## src/rtl/harmonic_param_ctrl.sv

```systemverilog
// Shadow/active parameter bank between the ADC frame receiver and the harmonic datapath.
// Optional macro FREQ_SLEW_EN limits the o_Frequency change per commit to MAX_FREQ_STEP.
module harmonic_param_ctrl #(
  parameter int          DIV_BIT           = 11,
  parameter logic [7:0]  MAX_HARMONICS     = 8'd100,
  parameter logic [15:0] DEFAULT_FREQUENCY = 16'd90,
  parameter logic [15:0] MAX_FREQ_STEP     = 16'd256
) (
  input  logic               i_Clock,
  input  logic               i_Reset,
  input  logic               i_Data_Received,
  input  logic [15:0]        i_Data0,
  input  logic [15:0]        i_Data1,
  input  logic [15:0]        i_Data2,
  input  logic [15:0]        i_Data3,
  input  logic [15:0]        i_Data4,
  input  logic [15:0]        i_Data5,
  input  logic [15:0]        i_Data6,
  input  logic               i_Frame_Start,
  output logic [15:0]        o_Frequency,
  output logic [DIV_BIT-1:0] o_Harmonic_Scale0,
  output logic [DIV_BIT-1:0] o_Harmonic_Scale1,
  output logic [DIV_BIT-1:0] o_Scale_Initial0,
  output logic [DIV_BIT-1:0] o_Scale_Initial1,
  output logic [15:0]        o_Freq_Scale,
  output logic [7:0]         o_Harmonic_Count,
  output logic               o_Params_Valid,
  output logic               o_Update_Pending,
  output logic               o_Overrun
);

  typedef enum logic [1:0] {S_IDLE, S_CAPTURE, S_PENDING, S_APPLY} state_t;

  state_t r_state;
  state_t w_next_state;

  logic               r_data_prev;
  logic               r_edge_flag;
  logic [15:0]        r_sh_freq;
  logic [DIV_BIT-1:0] r_sh_scale0;
  logic [DIV_BIT-1:0] r_sh_init0;
  logic [DIV_BIT-1:0] r_sh_scale1;
  logic [DIV_BIT-1:0] r_sh_init1;
  logic [15:0]        r_sh_fofs;
  logic [7:0]         r_sh_count;

  logic [15:0]        r_freq;
  logic [DIV_BIT-1:0] r_scale0;
  logic [DIV_BIT-1:0] r_scale1;
  logic [DIV_BIT-1:0] r_init0;
  logic [DIV_BIT-1:0] r_init1;
  logic [15:0]        r_fofs;
  logic [7:0]         r_count;
  logic               r_valid;
  logic               r_pending;
  logic               r_overrun;

  logic               w_edge;
  logic               w_flag_next;
  logic               w_overrun;
  logic [15:0]        w_freq_next;
  logic               w_freq_done;
  logic [7:0]         w_count_clamped;

  assign w_edge          = i_Data_Received & ~r_data_prev;
  assign w_count_clamped = (r_sh_count > MAX_HARMONICS) ? MAX_HARMONICS : r_sh_count;
  assign w_freq_done     = (w_freq_next == r_sh_freq);

  // Frequency target for this commit; with slewing it may stop short of the shadow value.
  always_comb begin
    w_freq_next = r_sh_freq;
`ifdef FREQ_SLEW_EN
    if ((r_sh_freq > r_freq) && ((r_sh_freq - r_freq) > MAX_FREQ_STEP))
      w_freq_next = r_freq + MAX_FREQ_STEP;
    else if ((r_freq > r_sh_freq) && ((r_freq - r_sh_freq) > MAX_FREQ_STEP))
      w_freq_next = r_freq - MAX_FREQ_STEP;
`endif
  end

  always_ff @(posedge i_Clock) begin
    if (i_Reset) r_state <= S_IDLE;
    else         r_state <= w_next_state;
  end

  always_comb begin
    w_next_state = r_state;
    case (r_state)
      S_IDLE:    if (w_edge | r_edge_flag) w_next_state = S_CAPTURE;
      S_CAPTURE: w_next_state = S_PENDING;
      S_PENDING: begin
        if (i_Frame_Start)              w_next_state = S_APPLY;
        else if (w_edge | r_edge_flag)  w_next_state = S_CAPTURE;
      end
      S_APPLY: begin
        if (!w_freq_done)               w_next_state = S_PENDING;
        else if (w_edge | r_edge_flag)  w_next_state = S_CAPTURE;
        else                            w_next_state = S_IDLE;
      end
      default: w_next_state = S_IDLE;
    endcase
  end

  // Edges that cannot be serviced immediately park in r_edge_flag; a second one is an overrun.
  always_comb begin
    w_flag_next = r_edge_flag;
    w_overrun   = 1'b0;
    case (r_state)
      S_IDLE: w_flag_next = 1'b0;
      S_CAPTURE: begin
        if (w_edge) begin
          w_overrun   = r_edge_flag;
          w_flag_next = 1'b1;
        end
      end
      S_PENDING: begin
        if (i_Frame_Start) begin
          if (w_edge) begin
            w_overrun   = r_edge_flag;
            w_flag_next = 1'b1;
          end
        end else if (w_edge | r_edge_flag) begin
          w_overrun   = 1'b1;
          w_flag_next = 1'b0;
        end
      end
      S_APPLY: begin
        if (w_edge) w_overrun = r_edge_flag;
        w_flag_next = w_freq_done ? 1'b0 : (r_edge_flag | w_edge);
      end
      default: w_flag_next = 1'b0;
    endcase
  end

  always_ff @(posedge i_Clock) begin
    if (i_Reset) begin
      r_data_prev <= i_Data_Received;
      r_edge_flag <= 1'b0;
      r_sh_freq   <= '0;
      r_sh_scale0 <= '0;
      r_sh_init0  <= '0;
      r_sh_scale1 <= '0;
      r_sh_init1  <= '0;
      r_sh_fofs   <= '0;
      r_sh_count  <= '0;
      r_freq      <= DEFAULT_FREQUENCY;
      r_scale0    <= '0;
      r_scale1    <= '0;
      r_init0     <= '0;
      r_init1     <= '0;
      r_fofs      <= '0;
      r_count     <= '0;
      r_valid     <= 1'b0;
      r_pending   <= 1'b0;
      r_overrun   <= 1'b0;
    end else begin
      r_data_prev <= i_Data_Received;
      r_edge_flag <= w_flag_next;
      r_overrun   <= w_overrun;
      r_pending   <= (w_next_state == S_PENDING) || (w_next_state == S_APPLY);
      if (r_state == S_CAPTURE) begin
        r_sh_freq   <= i_Data0;
        r_sh_scale0 <= i_Data1[DIV_BIT-1:0];
        r_sh_init0  <= i_Data2[DIV_BIT-1:0];
        r_sh_scale1 <= i_Data3[DIV_BIT-1:0];
        r_sh_init1  <= i_Data4[DIV_BIT-1:0];
        r_sh_fofs   <= i_Data5;
        r_sh_count  <= i_Data6[7:0];
      end
      if (r_state == S_APPLY) begin
        r_freq   <= w_freq_next;
        r_scale0 <= r_sh_scale0;
        r_init0  <= r_sh_init0;
        r_scale1 <= r_sh_scale1;
        r_init1  <= r_sh_init1;
        r_fofs   <= r_sh_fofs;
        r_count  <= w_count_clamped;
        r_valid  <= 1'b1;
      end
    end
  end

  assign o_Frequency       = r_freq;
  assign o_Harmonic_Scale0 = r_scale0;
  assign o_Harmonic_Scale1 = r_scale1;
  assign o_Scale_Initial0  = r_init0;
  assign o_Scale_Initial1  = r_init1;
  assign o_Freq_Scale      = r_fofs;
  assign o_Harmonic_Count  = r_count;
  assign o_Params_Valid    = r_valid;
  assign o_Update_Pending  = r_pending;
  assign o_Overrun         = r_overrun;

endmodule
```

## config.mk

```make
export PLATFORM = sky130hd
export DESIGN_NAME = harmonic_param_ctrl
export DESIGN_NICKNAME = d
export VERILOG_FILES = /design/src/rtl/harmonic_param_ctrl.sv
export SDC_FILE = /design/constraint.sdc
export NUM_CORES = 1
export LEC_CHECK = 0
export BUFFER_PORTS_ARGS = -buffer_cell sky130_fd_sc_hd__buf_4
export CORE_ASPECT_RATIO = 2
export CORE_MARGIN = 4
export CORE_UTILIZATION = 25
export DETAILED_ROUTE_END_ITERATION = 10
export GPL_TIMING_DRIVEN = 0
export MAX_ROUTING_LAYER = met4
export RECOVER_POWER = 25
export REMOVE_ABC_BUFFERS = 1
export SLEW_MARGIN = 0
export SYNTH_ARGS = -nofsm -noshare
export SYNTH_HDL_FRONTEND = slang
export SYNTH_SLANG_ARGS = --single-unit
```

## constraint.sdc

```tcl
create_clock -name i_Clock -period 3.2 [get_ports i_Clock]
set_input_delay 0 -clock i_Clock [delete_from_list [all_inputs] [get_ports i_Clock]]
set_output_delay 0 -clock i_Clock [all_outputs]
set_load 0.02 [all_outputs]
```

==> results by group, run 1 <==
CTS
  – H-tree levels: 4
  – CTS tree: yes
  – CTS max path bufs: 2
  – CTS Sinks: roughly 170
  – Cts hold-fix bufs: between 100 and 150
  – Resize count post-CTS: 0
  – CTS buffer count: 17
  – Setup Buffers After CTS: 0
  – Root Driver: clkbuf_16
  – Clock slew at reported path FFs: roughly 0.060 ns
  – Clock latency on the worst-skew pair: approximately 0.43 ns

Worst setup path
  – Family with the most delay on the worst path: buffers and inverters
  – Crit path cell chain: nand2b_4 > buf_16 > nand2_1 > a21oi_1 > dlygate4sd3_1
  – Worst R2R Setup Slack: between 0.7 and 0.8 ns
  – Worst EP arrival: between 2 and 3 ns
  – Req. time, crit path: approximately 3.6 ns
  – Nature of the critical path startpoint: flop
  – Critical Path Max Stage Delay: ~0.65 ns
  – Worst setup path startpoint: r_state[1]$_SDFF_PP0_
  – Worst Path Buf+Inv: 2
  – Worst setup EP type: flop
  – Crit. path cell count: 5
  – R2R depth: 5
  – Max FO, Critical Path: 48
  – WS Path Type: reg -> reg
  – Slowest stage cell, crit path: nand2b_4
  – R2R Path End: r_sh_init1[8]$_SDFFE_PP0N_
  – Critical path destination: r_sh_init1[8]$_SDFFE_PP0N_
  – Reg-to-Reg Start: r_state[1]$_SDFF_PP0_

Logic synthesis
  – Sequential fraction of the synthesis area: a little over half
  – Ys Warns: 0
  – Yosys cell types: 28
  – Synthesized area: 6480 µm²
  – Synth area leaders: dfxtp_1 (54%), nand2_1 (16%), a21oi_2 (8.1%), a21oi_1 (7.9%), nand2_2 (4.0%)
  – Synth area leader: dfxtp_1
  – Seq cells post-synth: ~170
  – Synth top area share: a little over half
  – Mapped Cells: approximately 760
  – Syn avg cell area: approximately 8.6 µm²

Timing
  – Final-report setup violation count: 0
  – Worst-margin pin slew: about 0.69 ns
  – Setup Skew: ~0.0073 ns
  – RSZ-0062 raised after global routing: false
  – Min Tclk post-route: between 2 and 2.5 ns
  – Final hold vios: 0
  – Min Hold Slack: about 0.23 ns
  – F_max: around 0.40 GHz
  – Period utilisation layout: between 70% and 80%
  – Final Max Slew Viols: 0
  – Slew Limit Headroom: 54.0%

GRT
  – Largest net degree at the start of global routing: around 110
  – Number of global-route vias before repair: 5738
  – GRT Total Usage: between 10% and 20%
  – Initial antenna violation count: 1
  – First-pass GRT wire length: approximately 30000 µm
  – Global route overflow: 0

Run status
  – Outcome: complete, no violations

Pwr
  – Total power: ~0.0049 W
  – Leak: 3.42 nW
  – Pwr dens: approximately 510 nW/µm²
  – Internal power: ~0.0038 W
  – Logic pwr share: just under 10%
  – Flop pwr share: 46.6%
  – Maximum VDD drop: 0.364 mV
  – Psw: ~0.0011 W
  – Clk network pwr share: between 40% and 50%
  – Switching part of the total: about 23%

Floorplanning
  – Row Count: 83
  – Starting Density: 25.3%
  – Die X: roughly 120 µm
  – Die Height: ~240 µm
  – IO Count: slightly above 200
  – Core box area: ~26000 µm²
  – Die area: around 29000 µm²

Worst hold path
  – Hold path startpoint: i_Data_Received
  – Hold crit path type: in -> reg

Route
  – Initial DRC Count: between 200 and 250
  – Routed Antenna Nets: 0
  – Post-route DRC: 0
  – DR vias: between 5000 and 6000
  – Drt total wl: ~19000 µm
  – Via density: between 4 and 5
  – Avg WL per Cell: between 10 and 15 µm
  – Detailed Routing Iterations Pass 1: 4

Flow run
  – Max cap viols: 0

Layout
  – Fill cell count: 2696
  – Ratio of cells with drive above 1 in the final layout: 24.2%
  – Area used by multi-input combinational logic: around 2600 µm²
  – P&R area growth vs syn: 46.6%
  – Post-layout net count: 1129
  – Register Area: between 3000 and 4000 µm²
  – Post-layout util: approximately 37%

Placement
  – I/O Buffers: 174
  – Placer congestion estimate: between 0.7 and 0.8
  – Post-detail-place hpwl: ~12000 µm
## cells by family after synthesis
| kind of cell | share of synthesized area [%] |
|---|---|
| and+or+nand+nor | 22.8 |
| DFF | 53.8 |
| AOI/OAI and AO/OA | 17.4 |
| buffers and inverters | 5.89 |
| adders and majority gates | 0.154 |
## state kept, by name, summed over array words and instances (netlist names), 2 cells and up
signal and count:
o_Freq_Scale 16, o_Frequency 16, o_Harmonic_Count 8, o_Harmonic_Scale0 11
o_Harmonic_Scale1 11, o_Scale_Initial0 11, o_Scale_Initial1 11, r_sh_count 8
r_sh_fofs 16, r_sh_freq 16, r_sh_init0 11, r_sh_init1 11
r_sh_scale0 11, r_sh_scale1 11, r_state 2
## power groups by stage
stage | clock network, W | logic (W) | registers [W]
global route | 0.00228 | 0.000526 | 0.00228
detailed placement | 0 | 0.000369 | 0.00232
CTS | 0.00221 | 0.000485 | 0.00227
global placement | 0 | 0.000345 | 0.00232
floorplan | 0 | 0.000156 | 0.00232
finish | 0.00212 | 0.000478 | 0.00227
## metrics by stage
| stage | cell area, µm² | TNS, ns | worst slack, ns | std cells |
|---|---|---|---|---|
| global placement | 7830 | -178.46 | -1.43 | 1213 |
| global route | 9500 | 0 | 0.533 | 1364 |
| finish | 9500 | 0 | 0.704 | 1364 |
| CTS | 9730 | 0 | 0.730 | 1363 |
| detailed placement | 8000 | 0 | 1.27 | 1219 |
| floorplan | 6100 | -0.0578 | -0.0448 | 699 |
## synth_stat cells, drive strengths merged
cell type	count
nand2b	3
o211ai	3
nor3b	1
dfxtp	174
o31a	1
nor4	1
nand2	325
buf	35
and3b	1
a31o	1
nor2	10
nor2b	2
nand3	2
a211oi	4
and2	1
a21oi	162
a311oi	1
maj3	1
nand3b	5
o32ai	1
clkbuf	23
## layout make-up
| type | count | share of cell area [%] |
|---|---|---|
| repair buffers | 295 | 24.9 |
| multi-input cells | 525 | 27.7 |
| clock buffers | 23 | 5.03 |
| diodes | 1 | 0.0264 |
| well taps | 340 | 4.48 |
| clock inverters | 6 | 1.16 |
| flip-flops and latches | 174 | 36.7 |
## worst reg2reg max path: cells and delay by family, from the launching register on
kind	cells	cell delay, ns
AO/OA/AOI/OAI	1	0.18
flip-flops	1	0.57
AND/OR/NAND/NOR	2	0.78
buffers and inverters	2	0.91
## worst min-delay path by stage
| stage | end | slack, ns | depth (start not counted) |
|---|---|---|---|
| after floorplan | r_data_prev$_DFF_P_ | 0.03 | 0 |
| after global placement | r_data_prev$_DFF_P_ | 0.11 | 1 |
| after detailed placement | r_data_prev$_DFF_P_ | 0.11 | 1 |
| after CTS | r_data_prev$_DFF_P_ | 0.18 | 2 |
| after global routing | r_data_prev$_DFF_P_ | 0.24 | 2 |
| final | r_data_prev$_DFF_P_ | 0.23 | 2 |
## per-layer routing
layer	vias to the layer above	wire length, µm	track usage (%)
li1	2955	-	-
met1	2733	7260	14.5
met2	141	10100	23.3
met3	51	696	3.29
met4	0	998	8.23
met5	-	0	-
## cell usage in the layout (no fill, tap or decap), types with 2 or more instances in the layout
cell type and instances:
nor2_1 10, a21oi_1 102, clkbuf_16 17, nand2b_1 2, clkbuf_8 3, buf_16 3, nand3b_1 5, nand3_1 2
nand2_2 40, a21oi_2 60, buf_12 3, o211ai_1 3, buf_4 108, dlygate4sd3_1 115, clkinvlp_4 2, dfxtp_1 174
nand2_1 284, bufinv_16 3, clkbuf_1 67, a211oi_1 4
No activity file was read; power rests on OpenSTA's default activity.
==> inputs of run 2 (changes only) <==
==> constraint.sdc (replaced) <==
create_clock -name i_Clock -period 2.26 [get_ports i_Clock]
set_input_delay 0 -clock i_Clock [delete_from_list [all_inputs] [get_ports i_Clock]]
set_output_delay 0 -clock i_Clock [all_outputs]
set_load 0.02 [all_outputs]
==> run 2 against run 1 <==
Compared with the run above:
- clock power up 42%
- via count down 2.2%
- routed wire length down 1.8%
- fmax up 29%
- critical path type unchanged
- sequential power up 42%
- count of clock-buffer cells in the layout unchanged
- flip-flop and latch count unchanged
- highest routed layer unchanged
- power up 41%
- combinational power up 33%
- clock skew about the same
- die area unchanged
==> results by group, run 2 (synthesized netlist as in run 1, its figures left out) <==
Layout
  – Ant. Diodes: 0 (-1)
  – Area used by multi-input combinational logic: 2630 µm² (unchanged)
  – Commonest non-fill, non-tap cell in the layout: nand2_1
  – P&R area growth vs syn: 42.2%
  – Register Area: 3480 µm² (unchanged)
  – Fin cells: 1335 (-2.1%)
  – Most frequent cells in the layout: nand2_1 (284), dfxtp_1 (174), buf_4 (108)
  – Fill cell count: 2737 (+1.5%)
  – Ratio of cells with drive above 1 in the final layout: 24.9% (+0.68 points)
  – Post-layout net count: 1101 (-2.5%)

Timing
  – Final Max Slew Viols: 0 (unchanged)
  – Setup Skew: 0.00685 ns (-0.000472 ns)
  – Final hold vios: 0 (unchanged)
  – RSZ-0062 raised after global routing: false
  – Period utilisation layout: 85.5% (+7.5 points)
  – Final setup TNS: 0 ns (unchanged)
  – Slew Limit Headroom: 53.2% (-0.77 points)
  – Min Tclk post-route: 1.93 ns (-0.564 ns)
  – F_max: 0.518 GHz (+29%)
  – Min Hold Slack: 0.234 ns (+0.00182 ns)
  – Worst-margin pin slew: 0.701 ns (+0.0115 ns)
  – Final-report setup violation count: 0 (unchanged)

Floorplanning
  – IO Count: 203 (unchanged)
  – Die area: 28700 µm² (unchanged)
  – Die X: 122 µm (unchanged)
  – Starting Density: 25.3% (unchanged)
  – Row Count: 83 (unchanged)
  – Die Height: 236 µm (unchanged)
  – Core box area: 25700 µm² (unchanged)

Worst setup path
  – Max FO, Critical Path: 48 (unchanged)
  – Worst EP arrival: 2.30 ns (-0.58 ns)
  – Req. time, crit path: 2.62 ns (-0.96 ns)
  – Nature of the critical path startpoint: flop
  – WS Path Type: reg -> reg
  – Worst setup EP type: flop

CTS
  – CTS buffer count: 17 (unchanged)
  – Setup Buffers After CTS: 0 (unchanged)
  – Root Driver: clkbuf_16
  – CTS Sinks: 174 (unchanged)
  – H-tree levels: 4 (unchanged)
  – Clock slew at reported path FFs: 0.06 ns (about the same)
  – CTS max path bufs: 2 (unchanged)
  – Resize count post-CTS: 0 (unchanged)
  – Cts hold-fix bufs: 87 (-24%)
  – Clock latency on the worst-skew pair: 0.43 ns (about the same)
  – CTS tree: yes

GRT
  – Largest net degree at the start of global routing: 114 (unchanged)
  – Initial antenna violation count: 0 (-1)
  – Number of global-route vias before repair: 5554 (-3.2%)
  – Global route overflow: 0 (unchanged)
  – First-pass GRT wire length: 29500 µm (-1.7%)
  – GRT Total Usage: 13.6% (-0.24 points)

Pwr
  – Leak: 3.23 nW (-5.5%)
  – Pwr dens: 745 nW/µm² (+45%)
  – Maximum VDD drop: 0.512 mV (+41%)

Placement
  – Post-detail-place hpwl: 11700 µm (unchanged)
  – Placer congestion estimate: 0.778 (unchanged)
  – Dpl cells: 1219 (unchanged)
  – I/O Buffers: 174 (unchanged)

Worst hold path
  – Hold crit path type: in -> reg

Route
  – Routed Antenna Nets: 0 (unchanged)
  – Post-route DRC: 0 (unchanged)
  – DR vias: 5748 (-2.2%)
  – Drt total wl: 18700 µm (-1.8%)
  – Initial DRC Count: 228 (+1.8%)
  – Via density: 4.31 (-0.12%)
  – Avg WL per Cell: 14.0 µm (+0.37%)
  – Detailed Routing Iterations Pass 1: 4 (unchanged)

Flow run
  – Max cap viols: 0 (unchanged)

Run status
  – Outcome: complete, no violations
[run 2: cell types whose count changed in the layout (fill, tap and decap cells not counted)]
cell and delta:
diode_2 -1, dlygate4sd3_1 -28
[run 2: path summary, 6_finish.rpt]
check,cells after the start,startpoint,endpoint,slack [ns]
worst min-delay path,2,i_Data_Received,r_data_prev$_DFF_P_,0.23
worst max-delay path,4,r_state[1]$_SDFF_PP0_,r_sh_init0[10]$_SDFFE_PP0N_,0.33
worst max register to register,4,r_state[1]$_SDFF_PP0_,r_sh_init0[10]$_SDFFE_PP0N_,0.33
worst min register to register,2,r_sh_fofs[15]$_SDFFE_PP0N_,o_Freq_Scale[15]$_SDFFE_PP0N_,0.45
[run 2: per-stage QoR]
stage	total power [W]	util, %	worst slack (ns)	area (µm²)
2_1_floorplan	0.00350	-	-0.985	6100
3_3_place_gp	0.00377	30.5	-2.37	7830
3_5_place_dp	0.00381	31.2	0.327	8000
4_1_cts	0.00699	36.9	0.306	9450
5_1_grt	0.00715	35.9	0.176	9210
6_report	0.00686	35.9	0.328	9210
[run 2: per-layer routing]
metal  vias to the layer above  global-route usage [%]  wire length (µm)
li1                       2894                       -                 -
met1                      2669                    14.4              7130
met2                       143                    23.3             10000
met3                        42                    3.17               693
met4                         0                    7.00               839
met5                         -                       -                 0
[run 2: area by class of cell]
type | instances | share of cell area, %
flip-flops and latches | 174 | 37.8
well taps | 340 | 4.62
repair buffers | 267 | 22.7
clock buffers | 23 | 5.19
multi-input cells | 525 | 28.5
clock inverters | 6 | 1.20
[run 2: critical path: stages, from the launching register on]
cell	delay, ns
dfxtp_1	0.58
nand2b_4	0.66
buf_16	0.34
nand2_1	0.11
a21oi_1	0.15
[run 2: power by group]
part	switching (W)	internal, W	total [W]
combinational	0.000323	0.000315	0.000638
clock	0.00120	0.00181	0.00301
sequential	0.0000591	0.00316	0.00322
total	0.00158	0.00528	0.00686
==> inputs of run 3 (changes only) <==
==> constraint.sdc (replaced) <==
create_clock -name i_Clock -period 1.55 [get_ports i_Clock]
set_input_delay 0 -clock i_Clock [delete_from_list [all_inputs] [get_ports i_Clock]]
set_output_delay 0 -clock i_Clock [all_outputs]
set_load 0.02 [all_outputs]
==> run 3 against run 2 <==
Compared with the run above:
- worst hold slack worse by 0.0032 ns
- register-to-register slack worse by 0.18 ns
- critical endpoint is now o_Frequency[9]$_SDFFE_PP0N_
- largest power group unchanged
- highest routed layer unchanged
- core utilization up 0.30 points
- power up 46%
- largest cell class unchanged
- critical path depth unchanged
- cell area up 0.83%
- global-route usage up 0.72 points
- via count up 1.3%
- clock skew about the same
- count of clock-buffer cells in the layout unchanged
- worst setup slack worse by 0.18 ns
==> results by group, run 3 (synthesized netlist as in run 1, its figures left out) <==
Run status
  – Outcome: complete, no violations

Layout
  – Commonest non-fill, non-tap cell in the layout: nand2_1
  – Most frequent cells in the layout: nand2_1 (284), dfxtp_1 (172), buf_4 (111)
  – Fin cells: 1342 (+0.52%)
  – Post-layout net count: 1108 (+0.64%)
  – Ratio of cells with drive above 1 in the final layout: 25.6% (+0.72 points)
  – Ant. Diodes: 0 (unchanged)
  – P&R area growth vs syn: 43.4%

CTS
  – Clock latency on the worst-skew pair: 0.44 ns (about the same)
  – H-tree levels: 4 (unchanged)
  – CTS tree: yes
  – CTS buffer count: 17 (unchanged)
  – Root Driver: clkbuf_16
  – CTS max path bufs: 2 (unchanged)
  – CTS Sinks: 174 (unchanged)
  – Clock slew at reported path FFs: 0.06 ns (about the same)

Floorplanning
  – Core box area: 25700 µm² (unchanged)
  – Row Count: 83 (unchanged)
  – Die X: 122 µm (unchanged)
  – IO Count: 203 (unchanged)
  – Die Height: 236 µm (unchanged)
  – Starting Density: 25.3% (unchanged)
  – Die area: 28700 µm² (unchanged)

Worst setup path
  – Critical Path Max Stage Delay: 0.51 ns (-0.15 ns)
  – WS Path Type: reg -> reg
  – Nature of the critical path startpoint: flop
  – Req. time, crit path: 1.85 ns (-0.77 ns)
  – Slowest stage cell, crit path: dfxtp_4
  – Crit path cell chain: nand2_8 > buf_12 > nand2_1 > a21oi_2
  – Max FO, Critical Path: 42 (-13%)
  – Worst setup EP type: flop
  – Worst EP arrival: 1.70 ns (-0.60 ns)
  – Family with the most delay on the worst path: flip-flops
  – Worst Path Buf+Inv: 1 (unchanged)

GRT
  – First-pass GRT wire length: 30800 µm (+4.3%)
  – Number of global-route vias before repair: 5679 (+2.3%)
  – Largest net degree at the start of global routing: 114 (unchanged)
  – GRT Total Usage: 14.4% (+0.72 points)
  – Initial antenna violation count: 0 (unchanged)
  – Global route overflow: 0 (unchanged)

Route
  – Post-route DRC: 0 (unchanged)
  – Via density: 4.34 (+0.72%)
  – DR vias: 5820 (+1.3%)
  – Max layer used: met4
  – Drt total wl: 19600 µm (+5.0%)
  – Routed met2 length: 10700 µm (+6.4%)
  – Initial DRC Count: 228 (unchanged)
  – Routed Antenna Nets: 0 (unchanged)
  – Metal-1 WL: 7370 µm (+3.4%)
  – Avg WL per Cell: 14.6 µm (+4.5%)
  – Met3 routed WL: 735 µm (+6.1%)
  – Detailed Routing Iterations Pass 1: 5 (+1)

Timing
  – Setup Skew: 0.00702 ns (+0.000169 ns)
  – Final Max Slew Viols: 0 (unchanged)
  – Min Tclk post-route: 1.41 ns (-0.526 ns)
  – Worst-margin pin slew: 0.679 ns (-0.0222 ns)
  – Final-report setup violation count: 0 (unchanged)
  – RSZ-0062 raised after global routing: false
  – Final setup TNS: 0 ns (unchanged)
  – F_max: 0.711 GHz (+37%)
  – Final worst slack: 0.144 ns (-0.184 ns)
  – Slew Limit Headroom: 54.7% (+1.5 points)
  – Period utilisation layout: 90.7% (+5.2 points)
  – Final hold vios: 0 (unchanged)

Pwr
  – Pwr dens: 1080 nW/µm² (+45%)
  – Maximum VDD drop: 0.749 mV (+46%)
  – Leak: 3.25 nW (+0.50%)

Flow run
  – Max cap viols: 0 (unchanged)

Placement
  – I/O Buffers: 174 (unchanged)
  – Post-detail-place hpwl: 11700 µm (unchanged)
  – Dpl cells: 1219 (unchanged)
  – Placer congestion estimate: 0.778 (unchanged)
  – Pre-CTS WS: -0.383 ns (-0.710 ns)

Worst hold path
  – Hold crit path type: in -> reg
==> run 3: changes by cell type in the layout (fill, tap and decap cells not counted), sizes merged <==
cell,delta
and2,+2
buf,+3
nand2b,+2
==> run 3: power breakdown <==
group | switching [W] | total (W) | internal, W
clock network | 0.00176 | 0.00439 | 0.00263
registers | 0.000102 | 0.00471 | 0.00461
logic | 0.000478 | 0.000951 | 0.000472
total | 0.00234 | 0.0101 | 0.00771
==> run 3: repair_timing <==
item / in CTS / in global routing
buffers inserted: 2 / 1
pin swaps: 1 / 0
hold buffers: 87 / 0
resized for setup: 5 / 1
endpoints found under the setup margin: 133 / 28
gates cloned: 4 / 0
endpoints found under the hold margin: 115 / 0
==> run 3: cell type report <==
class                           instances  area, µm²
Fill cell                            2736      16400
Clock inverter                          6        110
Sequential cell                       174       3490
Tap cell                              340        425
Timing Repair Buffer                  270       2110
Multi-Input combinational cell        529       2680
Clock buffer                           23        478
==> run 3: final timing paths <==
path | to | cells after the start | slack [ns] | startpoint
max | o_Frequency[9]$_SDFFE_PP0N_ | 4 | 0.14 | r_state[0]$_SDFF_PP0_
min | r_data_prev$_DFF_P_ | 2 | 0.23 | i_Data_Received
max reg2reg | o_Frequency[9]$_SDFFE_PP0N_ | 4 | 0.14 | r_state[0]$_SDFF_PP0_
min reg2reg | o_Scale_Initial1[9]$_SDFFE_PP0N_ | 2 | 0.45 | r_sh_init1[9]$_SDFFE_PP0N_
==> run 3: routing by layer <==
layer	up-vias	track usage [%]
met5	-	-
li1	2916	-
met3	41	3.25
met4	0	6.94
met2	138	25.1
met1	2725	15.0
==> run 3: worst register-to-register path, cell delays in order (launching register included) <==
cell and delay [ns]:
dfxtp_4 0.51, nand2_8 0.25, buf_12 0.27, nand2_1 0.16
a21oi_2 0.06
==> run 3: stage by stage <==
step | area, µm² | hold WS (ns) | power (W) | utilization [%]
6_report | 9290 | 0.231 | 0.0101 | 36.2
3_5_place_dp | 8000 | 0.114 | 0.00555 | 31.2
3_3_place_gp | 7830 | 0.113 | 0.00550 | 30.5
5_1_grt | 9290 | 0.237 | 0.0105 | 36.2
4_1_cts | 9520 | 0.179 | 0.0102 | 37.1
2_1_floorplan | 6100 | 0.0277 | 0.00511 | -
